### config.mk
export PLATFORM = sky130hd
export DESIGN_NAME = regfile_dumper
export DESIGN_NICKNAME = d
export VERILOG_FILES = /design/src/rtl/regfile_dumper.sv
export SDC_FILE = /design/constraint.sdc
export NUM_CORES = 1
export LEC_CHECK = 0
export ABC_AREA = 1
export BUFFER_PORTS_ARGS = -buffer_cell sky130_fd_sc_hd__buf_2
export CELL_PAD_IN_SITES_DETAIL_PLACEMENT = 1
export CELL_PAD_IN_SITES_GLOBAL_PLACEMENT = 2
export CORE_MARGIN = 4
export CORE_UTILIZATION = 35
export DETAILED_ROUTE_END_ITERATION = 7
export GPL_ROUTABILITY_DRIVEN = 0
export PLACE_DENSITY_LB_ADDON = 0.1
export SLEW_MARGIN = 20
export SYNTH_ARGS = -nofsm -noshare
export SYNTH_HDL_FRONTEND = slang
export SYNTH_SLANG_ARGS = --single-unit
### constraint.sdc
create_clock -name clock -period 4.4 [get_ports clock]
set_input_delay 0.22 -clock clock [delete_from_list [all_inputs] [get_ports clock]]
set_output_delay 0.22 -clock clock [all_outputs]
set_load 0.1 [all_outputs]
### src/rtl/regfile_dumper.sv
// Streams the contents of a two-read-port register file, one pair per fetch,
// over a valid/ready word interface with a one-cycle done pulse at the end.
module regfile_dumper #(
  parameter int LAST_REG = 31
) (
  input  logic        clock,
  input  logic        reset,
  input  logic        start,
  output logic [4:0]  readReg1,
  output logic [4:0]  readReg2,
  input  logic [31:0] readData1,
  input  logic [31:0] readData2,
  output logic        outValid,
  input  logic        outReady,
  output logic [4:0]  outIndex,
  output logic [31:0] outData,
  output logic        busy,
  output logic        done
);

  localparam logic [4:0] LAST_IDX = 5'(LAST_REG);

  typedef enum logic [2:0] {
    IDLE   = 3'd0,
    FETCH  = 3'd1,
    SEND_A = 3'd2,
    SEND_B = 3'd3,
    DONE   = 3'd4
  } state_t;

  state_t      state;
  state_t      state_nxt;
  logic [4:0]  p;
  logic [4:0]  p_nxt;
  logic [31:0] buf_a;
  logic [31:0] buf_a_nxt;
  logic [31:0] buf_b;
  logic [31:0] buf_b_nxt;
  logic        valid_nxt;
  logic [4:0]  index_nxt;
  logic [31:0] data_nxt;
  logic        busy_nxt;
  logic        done_nxt;
  logic        xfer;

  assign readReg1 = p;
  assign readReg2 = p + 5'd1;
  assign xfer     = outValid & outReady;

  // Next-state, pair pointer and snapshot buffers.
  always_comb begin
    state_nxt = state;
    p_nxt     = p;
    buf_a_nxt = buf_a;
    buf_b_nxt = buf_b;
    case (state)
      IDLE: begin
        p_nxt = 5'd0;
        if (start) begin
          state_nxt = FETCH;
        end else begin
          state_nxt = IDLE;
        end
      end
      FETCH: begin
        buf_a_nxt = readData1;
        buf_b_nxt = readData2;
        state_nxt = SEND_A;
      end
      SEND_A: begin
        if (xfer) begin
          state_nxt = SEND_B;
        end else begin
          state_nxt = SEND_A;
        end
      end
      SEND_B: begin
        if (xfer && (p + 5'd1 == LAST_IDX)) begin
          state_nxt = DONE;
        end else if (xfer) begin
          p_nxt     = p + 5'd2;
          state_nxt = FETCH;
        end else begin
          state_nxt = SEND_B;
        end
      end
      DONE: begin
        p_nxt     = 5'd0;
        state_nxt = IDLE;
      end
      default: begin
        p_nxt     = 5'd0;
        state_nxt = IDLE;
      end
    endcase
  end

  // Outputs are decoded from the next state so they leave the flops glitch-free.
  always_comb begin
    valid_nxt = 1'b0;
    index_nxt = 5'd0;
    data_nxt  = 32'd0;
    busy_nxt  = 1'b0;
    done_nxt  = 1'b0;
    case (state_nxt)
      FETCH: begin
        busy_nxt = 1'b1;
      end
      SEND_A: begin
        valid_nxt = 1'b1;
        index_nxt = p_nxt;
        data_nxt  = buf_a_nxt;
        busy_nxt  = 1'b1;
      end
      SEND_B: begin
        valid_nxt = 1'b1;
        index_nxt = p_nxt + 5'd1;
        data_nxt  = buf_b_nxt;
        busy_nxt  = 1'b1;
      end
      DONE: begin
        done_nxt = 1'b1;
      end
      default: begin
        valid_nxt = 1'b0;
        done_nxt  = 1'b0;
      end
    endcase
  end

  // State, pointer, buffers and registered outputs.
  always_ff @(posedge clock or posedge reset) begin
    if (reset) begin
      state    <= IDLE;
      p        <= 5'd0;
      buf_a    <= 32'd0;
      buf_b    <= 32'd0;
      outValid <= 1'b0;
      outIndex <= 5'd0;
      outData  <= 32'd0;
      busy     <= 1'b0;
      done     <= 1'b0;
    end else begin
      state    <= state_nxt;
      p        <= p_nxt;
      buf_a    <= buf_a_nxt;
      buf_b    <= buf_b_nxt;
      outValid <= valid_nxt;
      outIndex <= index_nxt;
      outData  <= data_nxt;
      busy     <= busy_nxt;
      done     <= done_nxt;
    end
  end

endmodule

### Yosys cells after proc, flatten, opt, wreduce, memory -nomap -nowiden

Cells that the tools add are included.

| word-level totals | value |
|---|---|
| flip-flop bits (word level) | 112 |
| latch bits | 0 |
| RAM bits | 0 |
| ROM bits | 0 |
| bits of input ports | 68 |
| output and inout port bits | 50 |
| word-level logic and storage cells | 41 |
| memories | 0 |

| cells by class | value |
|---|---|
| $add $sub $neg | 3 |
| multipliers | 0 |
| divide/modulo/power cells | 0 |
| magnitude comparators | 0 |
| eq/ne operators | 8 |
| shift-type cells | 0 |
| multiplexer cells | 15 |
| bitwise logic cells | 1 |
| reductions and logical operators | 5 |

Operators by type and width:

| operator | count |
|---|---|
| 32-bit 2-to-1 mux | 2 |
| 32-bit one-hot mux with 2 select lines | 1 |
| 5-bit one-hot mux with 2 select lines | 2 |
| 3-bit by 2-bit equality test with 1-bit output (second input constant) | 4 |
| 3-bit one-hot mux with 4 select lines | 1 |
| 5-bit by 1-bit adder with 5-bit output (second input constant) | 2 |
| 5-bit 2-to-1 mux | 2 |
| 3-bit by 1-bit equality test with 1-bit output (second input constant) | 2 |
| 5-bit by 2-bit adder with 5-bit output (second input constant) | 1 |
| 5-bit equality test (second input constant) | 1 |
| 1-bit 2-to-1 mux | 5 |
| 2-bit OR reduction | 2 |
| 3-bit equality test (second input constant) | 1 |
| 3-bit zero test | 1 |
| 3-bit 2-to-1 mux | 1 |
| 3-bit OR reduction | 1 |
| 2-bit 2-to-1 mux | 1 |
| 1-bit bitwise AND | 1 |
| 1-bit logical AND | 1 |

### Longest topological paths before layout

| depth | value |
|---|---|
| depth after elaboration | 8 |
| gate-level depth with buffers | 15 |
| depth with buffers taken out | 15 |

### Worst setup path after synthesis

OpenSTA, ideal clock, no wires.

| timing path | value |
|---|---|
| path type | reg-to-reg |
| from | register p[0] (netlist: readReg1[0]) |
| to | register outIndex[1] |
| library setup time | 0.121 ns |
| data arrival time | 3.098 ns |
| required time | 4.279 ns |
| path slack | 1.181 ns |
| stages on the path, launching flop included | 12 |
| path buffers | 0 |
| period minus slack after synthesis | 3.219 ns |
| cells stage by stage | dfrtp_1 inv_1 ha_1 nand3_2 nor2_4 nand2_1 nand2_1 nand2_1 nand3_1 o21ai_1 ha_1 a22o_1 |

| on the way | value |
|---|---|
| word-level cells in the longest chain between the ends | 7 |
| elaborated cells on any way between the ends | 13 |
| those cells by class | add/sub (3); eq/ne (3); mux (6); reduce/logical (1) |

RTL lines:

| element | RTL line | RTL |
|---|---|---|
| start: declaration | 33 | `logic [4:0] p;` |
| start signal: assignment | 145 | `p <= p_nxt;` |
| 5-bit by 1-bit adder with 5-bit output * | n/a |  |
| via readReg2[0] | 10 | `output logic [4:0] readReg2,` |
| 5-bit equality test * | 78 | `if (xfer && (p + 5'd1 == LAST_IDX)) begin` |
| 1-bit logical AND * | 78 |  |
| 5-bit 2-to-1 mux * | 78 |  |
| 5-bit one-hot mux with 2 select lines * | 56 | `case (state)` |
| via p_nxt[1] | 34 | `logic [4:0] p_nxt;` |
| 5-bit by 1-bit adder with 5-bit output | 117 | `index_nxt = p_nxt + 5'd1;` |
| 5-bit one-hot mux with 2 select lines * | 105 | `case (state_nxt)` |
| via index_nxt[1] | 40 | `logic [4:0] index_nxt;` |
| end signal: assignment | 149 | `outIndex <= index_nxt;` |
| end: declaration | 15 | `output logic [4:0] outIndex,` |

Mark *: on every way through the listed nets, which the timed path passes. The rest lies on a longest branch.

### Worst setup path after layout

| timing path | value |
|---|---|
| from | register state[2] |
| to | register outIndex[1] |

| on the way | value |
|---|---|
| word-level cells in the longest chain between the ends | 5 |
| elaborated cells on any way between the ends | 11 |
| those cells by class | add/sub (1); eq/ne (5); mux (3); reduce/logical (2) |

RTL lines:

| element | RTL line | RTL |
|---|---|---|
| start: declaration | 31 | `state_t state;` |
| start signal: assignment | 144 | `state <= state_nxt;` |
| 3-bit by 2-bit equality test with 1-bit output / 3-bit by 1-bit equality test with 1-bit output (equally long branches) | 56 |  |
| 2-bit OR reduction (no source line) | n/a |  |
| 5-bit one-hot mux with 2 select lines * | 56 |  |
| via p_nxt[1] | 34 |  |
| 5-bit by 1-bit adder with 5-bit output | 117 |  |
| 5-bit one-hot mux with 2 select lines * | 105 |  |
| via index_nxt[1] | 40 |  |

Marked as above.

==> summary.txt <==
Layout
  – Area delta synth->final: 21.8%
  – Proportion of layout cells with a drive suffix above 1: 0.486
  – Number of inserted diodes: 0
  – # nets final: 517
  – Number of cells in the finished layout apart from fillers: 621
  – Post-layout utilization of the core: 0.435

Floorplanning
  – Initial core utilization: 0.357
  – Number of primary I/O pins: 118
  – Height of the chip: 122 um
  – Core outline area: 12700 sq um
  – Area enclosed by the die boundary: 14800 sq um
  – Number of standard-cell rows in the floorplan: 41
  – Chip width: 122 um

Synthesis
  – Area share of the largest cell type after synthesis: 0.619
  – Register bit count reported by yosys: 112
  – Synthesized area divided by synthesized cell count: 13.7 sq um
  – Count of warnings emitted by yosys: 0
  – Number of instances in the synthesized netlist: 330
  – Async set-or-reset flop fraction in the synthesized netlist: 1.00
  – Most frequent cell after synthesis: sky130_fd_sc_hd__dfrtp_1
  – Synthesized netlist net count: 402
  – Number of synthesized flops with an enable pin: 0
  – Most instantiated flip-flop cell in the synthesis netlist: sky130_fd_sc_hd__dfrtp_1
  – Cell type contributing the most total cell area after synthesis: sky130_fd_sc_hd__dfrtp_1
  – Distinct cell type count of the synthesized netlist: 28
  – Cell Area, Synth: 4530 sq um
  – Portion of the post-synthesis area used by sequential elements: 0.619
  – Commonest cells in the netlist: sky130_fd_sc_hd__dfrtp_1 (112), sky130_fd_sc_hd__mux2_2 (64), sky130_fd_sc_hd__nand2_1 (34), sky130_fd_sc_hd__a22o_1 (33), sky130_fd_sc_hd__inv_1 (16)
  – Largest cells by area after synthesis: sky130_fd_sc_hd__dfrtp_1 (62%), sky130_fd_sc_hd__mux2_2 (16%), sky130_fd_sc_hd__a22o_1 (6.4%), sky130_fd_sc_hd__nand2_1 (2.8%), sky130_fd_sc_hd__inv_1 (1.3%)

Clock network
  – Cts bufs inserted: 9
  – CTS clock-pin slew for the worst setup and hold paths: 0.07 ns
  – Skew-Pair Late Insertion Delay: 0.35 ns
  – Clock Path Buffers: 2
  – Quantity of hold-fixing buffers added after cts: 0
  – Clock tree from TritonCTS: done
  – Number of setup buffers added after CTS: 0
  – Count of H-tree levels built during CTS: 3
  – Number of clock sinks: 112
  – Clk root buf: sky130_fd_sc_hd__clkbuf_16
  – Resized Gates After CTS: 0

Setup path
  – Worst Path Required: 4.63 ns
  – Kind of critical path: reg -> reg
  – CP startpoint kind: flip-flop
  – Crit Path Max Fanout: 65
  – Crit path DAT: 2.97 ns
  – Sort of element at the end of the critical path: flip-flop

Timing
  – Worst slew margin: 0.346
  – Tightest Pin Transition: 0.981 ns
  – Number of setup violations in the final report: 0
  – Final critical-path required period: 2.74 ns
  – Count of final hold-check violations: 0
  – Final Max Slew Viols: 0
  – Total Neg Setup Slack: 0 ns
  – Timing-limited maximum frequency: 365 MHz
  – Unrepaired setup endpoints after global routing: false
  – Crit share post-route: 0.623
  – Worst Skew: 0.00782 ns

Drt
  – Aggregate routed wire length: 9.99 mm
  – Number of search-and-repair iterations in the first detailed-routing pass: 4
  – DR vias/cell: 4.70
  – Drc violations: 0
  – Post-route ant nets: 0
  – Iteration-0 DRC count of the detailed router: 130
  – Routed via count: 2917
  – Avg WL per Cell: 16.1 um

GRT
  – Grt met3 use: 0.0399
  – Wire length of the first global-routing pass: 16.0 mm
  – Met1 Use GR: 0.180
  – Initial antenna violation count: 1
  – Overall fraction of global-route tracks in use: 0.141
  – Via count of the first global-routing pass: 3105
  – Aggregate global routing overflow: 0
  – Global Route met2 Usage: 0.224
  – Maximum number of pins on one net before global-route repair: 75
  – Global-route layer with the greatest usage: met2

Hold path
  – HP Class: in -> async

Outcome
  – Run status: complete, no violations

Placement
  – Number of buffers added on ports: 117
  – Half-perimeter wire length after placement: 6.60 mm
  – Number of placed cells counting well taps: 606

Job
  – Maximum capacitance violations: 0
==> cells in the final DEF (no fill, tap or decap), types with 3 or more instances in the layout <==
master	count
sky130_fd_sc_hd__nand2_4	3
sky130_fd_sc_hd__inv_1	15
sky130_fd_sc_hd__nand2_2	4
sky130_fd_sc_hd__nand3_1	10
sky130_fd_sc_hd__a22o_1	33
sky130_fd_sc_hd__nand4_1	5
sky130_fd_sc_hd__inv_2	5
sky130_fd_sc_hd__o21ai_1	3
sky130_fd_sc_hd__nand2_1	34
sky130_fd_sc_hd__buf_2	117
sky130_fd_sc_hd__nor2_1	5
sky130_fd_sc_hd__o21ai_0	3
sky130_fd_sc_hd__dfrtp_1	112
sky130_fd_sc_hd__ha_1	4
sky130_fd_sc_hd__mux2_2	64
sky130_fd_sc_hd__clkbuf_16	9
==> stage by stage <==
stage | hold slack (ns) | instance area (sq um) | worst slack (ns)
global route | 0.0990 | 5520 | 1.30
CTS | 0.102 | 5520 | 1.58
global placement | 0.473 | 5250 | 1.62
floorplan | 0.387 | 4530 | 1.18
detailed placement | 0.477 | 5250 | 1.61
finish | 0.0652 | 5520 | 1.66
==> worst max-delay path, stage by stage (launching register included) <==
cell	delay (ns)
sky130_fd_sc_hd__dfrtp_1	0.44
sky130_fd_sc_hd__inv_2	0.14
sky130_fd_sc_hd__nand3_4	0.72
sky130_fd_sc_hd__nand2_2	0.44
sky130_fd_sc_hd__inv_1	0.09
sky130_fd_sc_hd__o21ai_1	0.26
sky130_fd_sc_hd__ha_1	0.29
sky130_fd_sc_hd__a22o_1	0.24
==> cell type report <==
class / count / area (sq um)
Timing Repair Buffer: 118 / 593
Inverter: 21 / 81.3
Clock inverter: 4 / 28.8
Fill cell: 1417 / 7150
Clock buffer: 11 / 243
Multi-Input combinational cell: 183 / 1550
Tap cell: 172 / 215
Sequential cell: 112 / 2800
==> logic make-up after synthesis <==
group                    count (synthesis)  synth area share
XOR/XNOR                                 1           0.00193
multiplexers                            64             0.159
buffers and inverters                   35            0.0409
AO/OA/AOI/OAI                           42            0.0765
adder cells (fa/ha/maj)                  4            0.0111
flip-flops                             112             0.619
AND/OR/NAND/NOR                         72            0.0917
==> sequential cells by signal (all words and copies together), names as in the netlist <==
name / cells
busy: 1
outData: 32
outIndex: 5
done: 1
buf_b: 32
buf_a: 32
state: 3
readReg1: 5
outValid: 1
==> per-layer routing <==
metal  up-vias  share of wire
met5         -         0.0012
li1       1376              -
met2        69           0.48
met3        15          0.055
met4         2          0.018
met1      1455           0.45
==> final timing paths <==
path	startpoint	end	slack [ns]	cells after the start
max	state[2]	outIndex[1]	1.66	7
min	reset	outData[8]	0.07	2
max reg2reg	state[2]	outIndex[1]	1.66	7
min reg2reg	buf_b[11]	buf_b[11]	0.50	1
max in group asynchronous	reset	buf_b[31]	3.29	3
min in group clock	readData2[19]	buf_b[19]	0.12	2
Power is not shown: default switching activity piles up to over one toggle a cycle in this logic, so the estimate is an artifact.
